==> src/rtl/serial_subtractor.sv <==
// Bit-serial recovery of x = sm - y - cin, one full-subtractor step per cycle, LSB first.
// Valid/ready on both sides; err flags a result outside [0, 2^W-1], x_zero flags x == 0.
module serial_subtractor #(
  parameter int unsigned W = 8
) (
  input  logic         clk,
  input  logic         rst,
  input  logic         in_valid,
  output logic         in_ready,
  input  logic [W:0]   sm,
  input  logic [W-1:0] y,
  input  logic         cin,
  output logic         out_valid,
  input  logic         out_ready,
  output logic [W-1:0] x,
  output logic         err,
  output logic         x_zero
);

  localparam int unsigned CW = $clog2(W + 1);

  typedef enum logic [1:0] {
    IDLE = 2'd0,
    RUN  = 2'd1,
    DONE = 2'd2
  } state_t;

  state_t        state_q;
  state_t        state_d;

  logic [W:0]    sm_q;
  logic [W-1:0]  y_q;
  logic          cin_q;
  logic          b_q;
  logic [CW-1:0] cnt_q;
  logic [W:0]    diff_q;

  logic [W:0]    y_ext;
  logic          last_bit;
  logic          s_bit;
  logic          y_bit;
  logic          b_cur;
  logic          d_bit;
  logic          b_nxt;

  // Current bit slice: the carry-in stands in for the borrow on bit 0.
  assign y_ext    = {1'b0, y_q};
  assign last_bit = (cnt_q == CW'(W));
  assign s_bit    = sm_q[cnt_q];
  assign y_bit    = y_ext[cnt_q];
  assign b_cur    = (cnt_q == '0) ? cin_q : b_q;
  assign d_bit    = s_bit ^ y_bit ^ b_cur;
  assign b_nxt    = (~s_bit & (y_bit | b_cur)) | (y_bit & b_cur & s_bit);

  always_ff @(posedge clk) begin
    if (rst) begin
      state_q <= IDLE;
    end else begin
      state_q <= state_d;
    end
  end

  always_comb begin
    state_d = state_q;
    case (state_q)
      IDLE:    if (in_valid)  state_d = RUN;
      RUN:     if (last_bit)  state_d = DONE;
      DONE:    if (out_ready) state_d = IDLE;
      default:                state_d = IDLE;
    endcase
  end

  always_comb begin
    in_ready  = 1'b0;
    out_valid = 1'b0;
    case (state_q)
      IDLE:    in_ready  = 1'b1;
      DONE:    out_valid = 1'b1;
      default: ;
    endcase
  end

  // Operand capture, serial datapath and result load.
  always_ff @(posedge clk) begin
    if (rst) begin
      sm_q   <= '0;
      y_q    <= '0;
      cin_q  <= 1'b0;
      b_q    <= 1'b0;
      cnt_q  <= '0;
      diff_q <= '0;
      x      <= '0;
      err    <= 1'b0;
      x_zero <= 1'b0;
    end else begin
      case (state_q)
        IDLE: begin
          if (in_valid) begin
            sm_q  <= sm;
            y_q   <= y;
            cin_q <= cin;
            b_q   <= 1'b0;
            cnt_q <= '0;
          end
        end
        RUN: begin
          diff_q[cnt_q] <= d_bit;
          b_q           <= b_nxt;
          cnt_q         <= cnt_q + CW'(1);
          // Bit W has no register slot yet, so the flags use its live value.
          if (last_bit) begin
            x      <= diff_q[W-1:0];
            err    <= b_nxt | d_bit;
            x_zero <= (diff_q[W-1:0] == '0);
          end
        end
        default: ;
      endcase
    end
  end

endmodule

==> config.mk <==
export PLATFORM = sky130hd
export DESIGN_NAME = serial_subtractor
export DESIGN_NICKNAME = d
export VERILOG_FILES = /design/src/rtl/serial_subtractor.sv
export SDC_FILE = /design/constraint.sdc
export NUM_CORES = 1
export LEC_CHECK = 0
export ABC_AREA = 1
export BUFFER_PORTS_ARGS = -buffer_cell sky130_fd_sc_hd__buf_2
export CAP_MARGIN = 0
export CORE_MARGIN = 1.5
export CORE_UTILIZATION = 55
export DETAILED_ROUTE_END_ITERATION = 6
export PLACE_DENSITY = 0.84
export SYNTH_ARGS = -nofsm -noshare
export SYNTH_HDL_FRONTEND = slang
export SYNTH_SLANG_ARGS = --single-unit
==> constraint.sdc <==
create_clock -name clk -period 1.97 [get_ports clk]
set_clock_uncertainty 0.15 [all_clocks]
set_input_delay 0.394 -clock clk [delete_from_list [all_inputs] [get_ports clk]]
set_output_delay 0.394 -clock clk [all_outputs]
set_load 0.05 [all_outputs]
==> results of run 1 <==
-- tightest hold or removal path, delay by kind of cell --
kind | cells | cell delay, ns
AOI/OAI and AO/OA | 1 | 0.07
buffers and inverters | 1 | 0.07
and+or+nand+nor | 1 | 0.07
-- registers in the layout, indices dropped and copies added (netlist names) --
register,flops
sm_q,9
diff_q,8
x,8
y_q,8
cnt_q,4
state_q,2
b_q,1
cin_q,1
err,1
x_zero,1
-- power groups by stage --
stage | Sequential (W) | Clock (W) | Combinational, W
after CTS | 0.000928 | 0.000491 | 0.000278
final | 0.000928 | 0.000479 | 0.000277
after floorplan | 0.000945 | 0 | 0.000213
after global placement | 0.000946 | 0 | 0.000270
after global routing | 0.000933 | 0.000531 | 0.000320
after detailed placement | 0.000947 | 0 | 0.000277
-- final timing paths --
kind                               start   endpoint
worst max-delay path            cnt_q[2]  diff_q[7]
worst min-delay path               sm[2]    sm_q[2]
worst max register to register  cnt_q[2]  diff_q[7]
worst min register to register   sm_q[3]    sm_q[3]
-- per-stage QoR --
step | utilization | hold slack (ns) | setup WS [ns] | power, W | instance area (sq um)
final | 0.665 | 0.134 | 0.223 | 0.00168 | 2270
after global routing | 0.665 | 0.130 | 0.0520 | 0.00178 | 2270
after CTS | 0.665 | 0.125 | 0.217 | 0.00170 | 2270
after detailed placement | 0.645 | 0.297 | 0.212 | 0.00122 | 2200
after global placement | 0.645 | 0.294 | 0.277 | 0.00122 | 2200
after floorplan | - | 0.273 | 0.255 | 0.00116 | 2000
-- final cells by class --
class,instances,area (sq um)
Inverter,44,166
Clock buffer,8,68.8
Sequential cell,43,861
Fill cell,341,1140
Tap cell,46,57.6
Timing Repair Buffer,37,195
Multi-Input combinational cell,188,923
-- layer usage --
layer,up-vias,global-route usage,wire length [microns]
li1,974,-,-
met1,821,0.274,1850
met2,51,0.382,1740
met3,9,0.0500,241
met4,0,0.0761,82
met5,-,0,0
-- cell usage in the layout, fill, tap and decap left out, drive strengths merged --
cell	Yosys	final
clkinv	1	1
a21oi	24	24
nor2	51	51
dfxtp	43	43
nand2	49	49
a211oi	2	2
nand3	19	19
o21ai	28	28
clkbuf	8	8
inv	43	43
nand4	2	2
nor3	5	5
nor4	1	1
o211ai	3	3
ha	4	4
buf	1	37
-- kinds of logic after synthesis --
logic type,synth area share
AOI/OAI and AO/OA,0.151
adders and majority gates,0.0251
buffers and inverters,0.107
DFF,0.431
and+or+nand+nor,0.285
==> results.md, run 1 <==
* Synth Net Count at 310
* Total gr overflow at 0
* Initial core utilization at 0.584
* DRC at 0
* Hpwl dp at 2960 microns
* CP required at between 2 and 2.5 ns
* Critical path class: reg2reg
* Reg2Reg Setup Slack at 0.22 ns
* Crit path DAT at 1.86 ns
* CTS buffer count at 5
* RePlAce Congestion at 0.911
* GRT Util Overall at 0.222
* Most frequent cells after synthesis: nand2_1, nor2_1, dfxtp_1
* Crit share post-route at 0.887
* Initial antenna violation count at 0
* Power Density at 741 nW/um^2
* Combinational power share at 0.165
* CTS Sinks at between 40 and 50
* Worst skew pair latency at roughly 0.35 ns
* Minimum clock period at between 1.5 and 2 ns
* Avg Cell Area, Syn at 7.03 sq um
* Die Wd at about 63 microns
* Root buf cell: clkbuf_4
* Slowest-stage cell, CP: dfxtp_1
* Antenna-violating nets left at 0
* Worst Max-Slew Pin Slew at 0.645 ns
* Avg WL per Cell at around 11 microns
* Sequential fraction of the synthesis area at 0.431
* Top FF cell, synth: dfxtp_1
* Worst VDD drop at 0.505 mV
* Vias post-DR at between 1500 and 2000
* Yosys top cell by area: dfxtp_1
* Max_cap viols at 0
* Stages on the worst setup path at 9
* Die ar. at between 3000 and 4000 sq um
* Worst-path clk slew at 0.12 ns
* H-tree depth at 2
* Final Non-Filler Cells at between 300 and 400
* Clk network pwr share at 0.284
* # port buffers at 33
* Delay-heaviest family, CP: simple AND/OR/NAND/NOR gates
* Syn-to-layout area delta at 13.9%
* Clk buf depth at 2
* Antenna fix cells at 0
* Post-Route WL at 3920 microns
* Highest Clock Rate at 0.572 GHz
* Hold-fix buffers, CTS at 0
* First-pass GRT wire length at 7180 microns
* Worst R2R Path Depth at 9
* Outcome: complete, no violations
* Core Area at approximately 3400 sq um
* Worst Setup Start Kind: register
* # placed instances at 358
* Mapped Cells at about 280
* CP Buf/Inv Count at 2
* Worst min-delay path class: in2reg
* Crit Path Max Fanout at 9
* Synth async-reset ratio at 0
* Post-CTS sizing at 0
* Final TNS setup at 0 ns
* Setup violators final at 0
* Area share of the largest cell type after synthesis at 0.431
* Nets at 345
* Mapped Area at approximately 2000 sq um
* # rows at 21
* FF+latch count, synth at 43
* TritonCTS clock tree: yes
* Slew headroom at 0.569
* Drt pass-1 iters at 4
* Share of layout cells above drive strength 1 at 0.194
* Number of vias per cell at about 5.1
* Hold Vio Cnt, Final at 0
* Ports at 34
* Synth warn at 0
* Worst path cell trace: inv_2 > nor2_2 > o211ai_1 > nand3_1 > nand2_1 > nand3_2 > nand3_1 > nand2_1 > inv_1
* Sequential share of power at 0.551
* NetSw at approximately 0.00047 W
* Unrepaired setup endpoints after global routing: no
* Number of post-CTS setup repair buffers at 0
* Hold Crit Depth at 3
* Vias in the first global route at about 1700
* Fin. max-slew vios at 0
* Yosys cell types at 25
* Worst path max stage delay at 0.47 ns
* EDFF count, synth at 0
* Largest cells by area after synthesis: dfxtp_1, nand2_1, nor2_1, inv_1, o21ai_0
* Net Sw Frac at 0.278
* Drt first-iter violations at 73
* Cell-internal power at 0.00122 W
* Worst setup EP type: register
* Largest net degree at the start of global routing at 28
* Leakage at roughly 1.1 nW
* Chip height at 63.2 microns
(Power assumes the default switching activity.)
==> run 2, diff against run 1 <==
Clock period 1.97 ns to 2.2 ns, I/O delays scaled along.
==> results.md, run 2 (synthesis gave the netlist of run 1 again) <==
* Antenna-violating nets left at 0
* Cell-internal power at between 0.001 and 0.0015 W
* End-of-flow core utilization at 0.659
* Reg2Reg Launch Point: cnt_q[1]
* Placement Setup Slack at around 0.30 ns
* Multi-input gate area at 921 sq um
* Leakage at ~1.1 nW
* Slowest-stage cell, CP: dfxtp_1
* Ports at 34
* Crit share post-route at 0.881
* Highest Clock Rate at 0.516 GHz
* Hold-fix buffers, CTS at 0
* Vias post-DR at 1838
* Unrepaired setup endpoints after global routing: no
* Post-CTS sizing at 0
* Max_cap viols at 0
* Largest Register: sm_q
* Core Area at 3420 sq um
* Syn-to-layout area delta at 12.7%
* Worst skew pair latency at 0.34 ns
* Power Density at 630 nW/um^2
* Most frequent cells in the layout: nor2_1, nand2_1, dfxtp_1
* Reg2Reg Setup Slack at about 0.26 ns
* Fill count at 311
* Worst-path clk slew at 0.11 ns
* Worst R2R Path Depth at 10
* Initial core utilization at 0.584
* Outcome: complete, no violations
* Setup violators final at 0
* # port buffers at 33
* Final Non-Filler Cells at roughly 370
* Vias in the first global route at 1619
* Drt first-iter violations at 83
* Die Wd at 63.2 microns
* Worst path cell trace: inv_1 > ha_1 > nand2_4 > nand2_1 > o21ai_2 > nand3_1 > nand3_2 > nand3_1 > nand2_1 > inv_1
* Die ar. at 4000 sq um
* Number of vias per cell at 5.04
* Worst setup EP type: register
* Initial antenna violation count at 0
* Slew headroom at 0.746
* Drt pass-1 iters at 4
* H-tree depth at 2
* DRC at 0
* GRT Util Overall at 0.216
* Net Sw Frac at 0.283
* TritonCTS clock tree: yes
* Critical path class: reg2reg
* Clk buf depth at 2
* Max reg flops at 9
* Total gr overflow at 0
* Avg WL per Cell at 10.6 microns
* CTS Sinks at 43
* Sequential share of power at 0.585
* Root buf cell: clkbuf_4
* Fin. max-slew vios at 0
* Crit path DAT at ~2 ns
* Final TNS setup at 0 ns
* Worst Setup Start Kind: register
* Hpwl dp at 2820 microns
* CP required at approximately 2.3 ns
* Number of post-CTS setup repair buffers at 0
* NetSw at 0.000401 W
* Antenna fix cells at 0
* Worst VDD drop at 0.341 mV
* RePlAce Congestion at 0.871
* Nets at about 350
* First-pass GRT wire length at between 6000 and 7000 microns
* Share of layout cells above drive strength 1 at 0.188
* Hold Crit Depth at 3
* Combinational power share at 0.179
* Clk network pwr share at 0.236
* # rows at 21
* Hold EP: sm_q[7]
* Worst path max stage delay at approximately 0.5 ns
* Crit Path Max Fanout at 9
* CTS buffer count at 5
* Largest net degree at the start of global routing at 25
* Register area at 861 sq um
* Worst Max-Slew Pin Slew at 0.380 ns
* Worst R2R End: diff_q[2]
* Post-Route WL at just under 4000 microns
* Hold_sp: sm[7]
* Worst Slack Setup Final at 0.262 ns
* Minimum clock period at 1.94 ns
* Chip height at approximately 63 microns
* Worst min-delay path class: in2reg
* Hold Vio Cnt, Final at 0
* # placed instances at roughly 360
* Power, Total at approximately 0.0014 W
==> run 2: layout make-up <==
class,instances,share of cell area
Clock buffer,6,0.0184
Tap cell,46,0.0256
Sequential cell,43,0.383
Multi-Input combinational cell,188,0.409
Inverter,44,0.0740
Timing Repair Buffer,38,0.0901
==> run 2: worst max path at each step <==
stage	startpoint	cells past startpoint	endpoint	slack, ns
floorplan	state_q[1]	6	cnt_q[0]	0.22
global placement	cnt_q[1]	12	err	0.38
detailed placement	cnt_q[1]	10	diff_q[2]	0.30
CTS	cnt_q[1]	12	diff_q[2]	0.29
global route	cnt_q[1]	8	x_zero	0.13
finish	cnt_q[1]	10	diff_q[2]	0.26
==> run 2: power groups by stage <==
| stage | Combinational [W] | Clock, W | Sequential [W] |
|---|---|---|---|
| 6_report | 0.000253 | 0.000335 | 0.000830 |
| 4_1_cts | 0.000253 | 0.000347 | 0.000830 |
| 3_5_place_dp | 0.000252 | 0 | 0.000848 |
| 5_1_grt | 0.000288 | 0.000385 | 0.000835 |
| 2_1_floorplan | 0.000191 | 0 | 0.000846 |
| 3_3_place_gp | 0.000245 | 0 | 0.000848 |
==> run 2: per-layer routing <==
metal,share of wire,global-route usage
met1,0.50,0.288
met2,0.44,0.346
met5,0,0
met3,0.046,0.0500
met4,0.014,0.0734
==> run 2: metrics by stage <==
step	instance area [sq um]	hold slack, ns
4_1_cts	2250	0.184
6_report	2250	0.193
3_5_place_dp	2210	0.293
5_1_grt	2250	0.185
3_3_place_gp	2210	0.289
2_1_floorplan	2000	0.273
==> run 2: worst max-delay path, delay by kind of cell (launching register included) <==
kind,cells,cell delay [ns]
AND/OR/NAND/NOR,6,0.68
flip-flops,1,0.51
adder cells (fa/ha/maj),1,0.26
buffers and inverters,2,0.19
AO/OA/AOI/OAI,1,0.06
==> run 3, diff against run 2 <==
Settings changed: CORE_UTILIZATION 55 to 50, CTS_CLUSTER_DIAMETER from default to 80, PLACE_DENSITY 0.84 to 0.81.
Clock period 2.2 ns to 1.6 ns, I/O delays scaled along.
==> results.md, run 3 (synthesis gave the netlist of run 1 again) <==
* Crit Path Max Fanout at 5
* Crit share post-route at 1.06
* Die ar. at approximately 4400 sq um
* Hold_sp: out_ready
* Worst setup EP type: register
* Hpwl dp at 2970 microns
* Failing checks: setup timing
* Cell-internal power at between 0.0015 and 0.002 W
* Chip height at 66.2 microns
* Initial core utilization at 0.533
* Power Density at 966 nW/um^2
* Antenna fix cells at 0
* Worst Setup Start Kind: register
* Leakage at 1.23 nW
* NetSw at just over 0.0007 W
* Worst min-delay path class: in2reg
* Minimum clock period at 1.70 ns
* Largest net degree at the start of global routing at 28
* Core Area at 3740 sq um
* Max reg flops at 9
* Worst Setup SP: cnt_q[3]
* Power, Total at approximately 0.0025 W
* Outcome: finished, violations left
* Combinational power share at 0.198
* Antenna-violating nets left at 0
* Commonest non-fill, non-tap cell in the layout: nor2_1
* CP required at about 1.6 ns
* Critical path class: reg2reg
* Worst VDD drop at 0.689 mV
* Reg2Reg Launch Point: cnt_q[3]
* H-tree depth at 2
* Net Sw Frac at 0.281
* Register area at 876 sq um
* Worst path cell trace: nor2_4 > nand2_4 > o21ai_4 > inv_2 > nand2_4 > nand2_4 > nand2_4 > nand2_1 > nor2_1 > nor2_1
* Multi-input gate area at 1060 sq um
* First-pass GRT wire length at 7320 microns
* DRC at 0
* Sequential share of power at 0.455
* Initial antenna violation count at 0
* Final instance area at 2600 sq um
* Avg WL per Cell at 12.8 microns
* Worst Slack Setup Final at -0.100 ns
* Most Frequent Cell on Critical Path: nand2_4
* # port buffers at 33
* CTS buffer count at 5
* Unrepaired setup endpoints after global routing: yes
* TritonCTS clock tree: yes
* # rows at 22
* Die Wd at 66.2 microns
* Setup violators final at 10
* Worst path max stage delay at 0.38 ns
* Worst Max-Slew Pin Slew at 0.329 ns
* Most frequent cells in the layout: nor2_1, nand2_1, dfxtp_1
* Dpl cell area at 2280 sq um
* Clk buf depth at 2
* Root buf cell: clkbuf_8
* Worst skew pair latency at 0.29 ns
* Clk network pwr share at 0.347
* Crit path DAT at 1.74 ns
* Vias in the first global route at between 1500 and 2000
* Worst-path clk slew at 0.08 ns
* Ports at 34
* Post-Route WL at 4940 microns
* Fin. max-slew vios at 0
* Fill count at 309
* Drt pass-1 iters at 4
* Slew headroom at 0.779
* Slowest-stage cell, CP: dfxtp_4
* Max_cap viols at 0
* Nets at 362
* Total gr overflow at 0
* Hold Vio Cnt, Final at 0
* Vias post-DR at 1996
* Highest Clock Rate at 0.588 GHz
* CTS Sinks at 43
* Drt first-iter violations at 151
* Largest Register: sm_q
* Syn-to-layout area delta at 30.5%
* Number of vias per cell at 5.18
* GRT Util Overall at 0.213
* RePlAce Congestion at 0.944
* Share of layout cells above drive strength 1 at 0.309
-- run 3: cell types whose count changed in the layout (fill, tap and decap cells not counted), sizes merged --
cell	previous run	this run
inv	43	44
buf	38	52
nand2	49	50
bufinv	0	1
nand3	19	20
-- run 3: per-stage QoR --
| step | TNS (ns) | worst slack [ns] | instances | hold WS, ns | utilization |
|---|---|---|---|---|---|
| floorplan | 0 | 0.00840 | 284 | 0.273 | - |
| global placement | -0.606 | -0.0823 | 368 | 0.289 | 0.608 |
| detailed placement | -0.924 | -0.121 | 368 | 0.293 | 0.608 |
| CTS | -0.0220 | -0.0179 | 379 | 0.119 | 0.655 |
| global route | -1.38 | -0.173 | 385 | 0.134 | 0.696 |
| finish | -0.706 | -0.100 | 385 | 0.126 | 0.696 |
-- run 3: critical path: cells and delay by family, from the launching register on --
kind / cells / cell delay [ns]
and+or+nand+nor: 8 / 0.80
DFF: 1 / 0.38
AOI/OAI and AO/OA: 1 / 0.20
buffers and inverters: 1 / 0.07
-- run 3: power by group through the flow --
stage	clock (W)	combinational, W	sequential, W
2_1_floorplan	0	0.000264	0.00117
3_3_place_gp	0	0.000354	0.00117
3_5_place_dp	0	0.000362	0.00117
4_1_cts	0.000882	0.000403	0.00114
5_1_grt	0.000931	0.000547	0.00115
6_report	0.000873	0.000499	0.00114
-- run 3: what timing repair did --
item / in CTS / in global routing
hold buffers: 0 / 0
pin swaps: 3 / 12
resized for setup: 10 / 31
cloned: 1 / 2
setup endpoints to repair: 12 / 17
setup buffers: 2 / 4
-- run 3: worst paths after layout --
check	to	slack, ns	cells past startpoint
hold / removal	state_q[1]	0.13	4
setup / recovery	err	-0.10	10
hold reg to reg	y_q[1]	0.31	2
setup reg to reg	err	-0.10	10
-- run 3: cell type report --
type	instances	share of cell area
multi-input combinational	190	0.407
timing repair buffer	52	0.123
clock buffer	6	0.0317
sequential	43	0.336
inverter	44	0.0663
tap	48	0.0231
clock inverter	2	0.0135
-- run 3: per-layer routing --
metal	GRT usage	share of wire	vias to the layer above	wire (microns)
met5	0	0	-	0
met4	0.0510	0.010	0	51
met3	0.0545	0.047	8	230
met2	0.360	0.50	78	2470
met1	0.272	0.44	904	2190
li1	-	-	1006	-
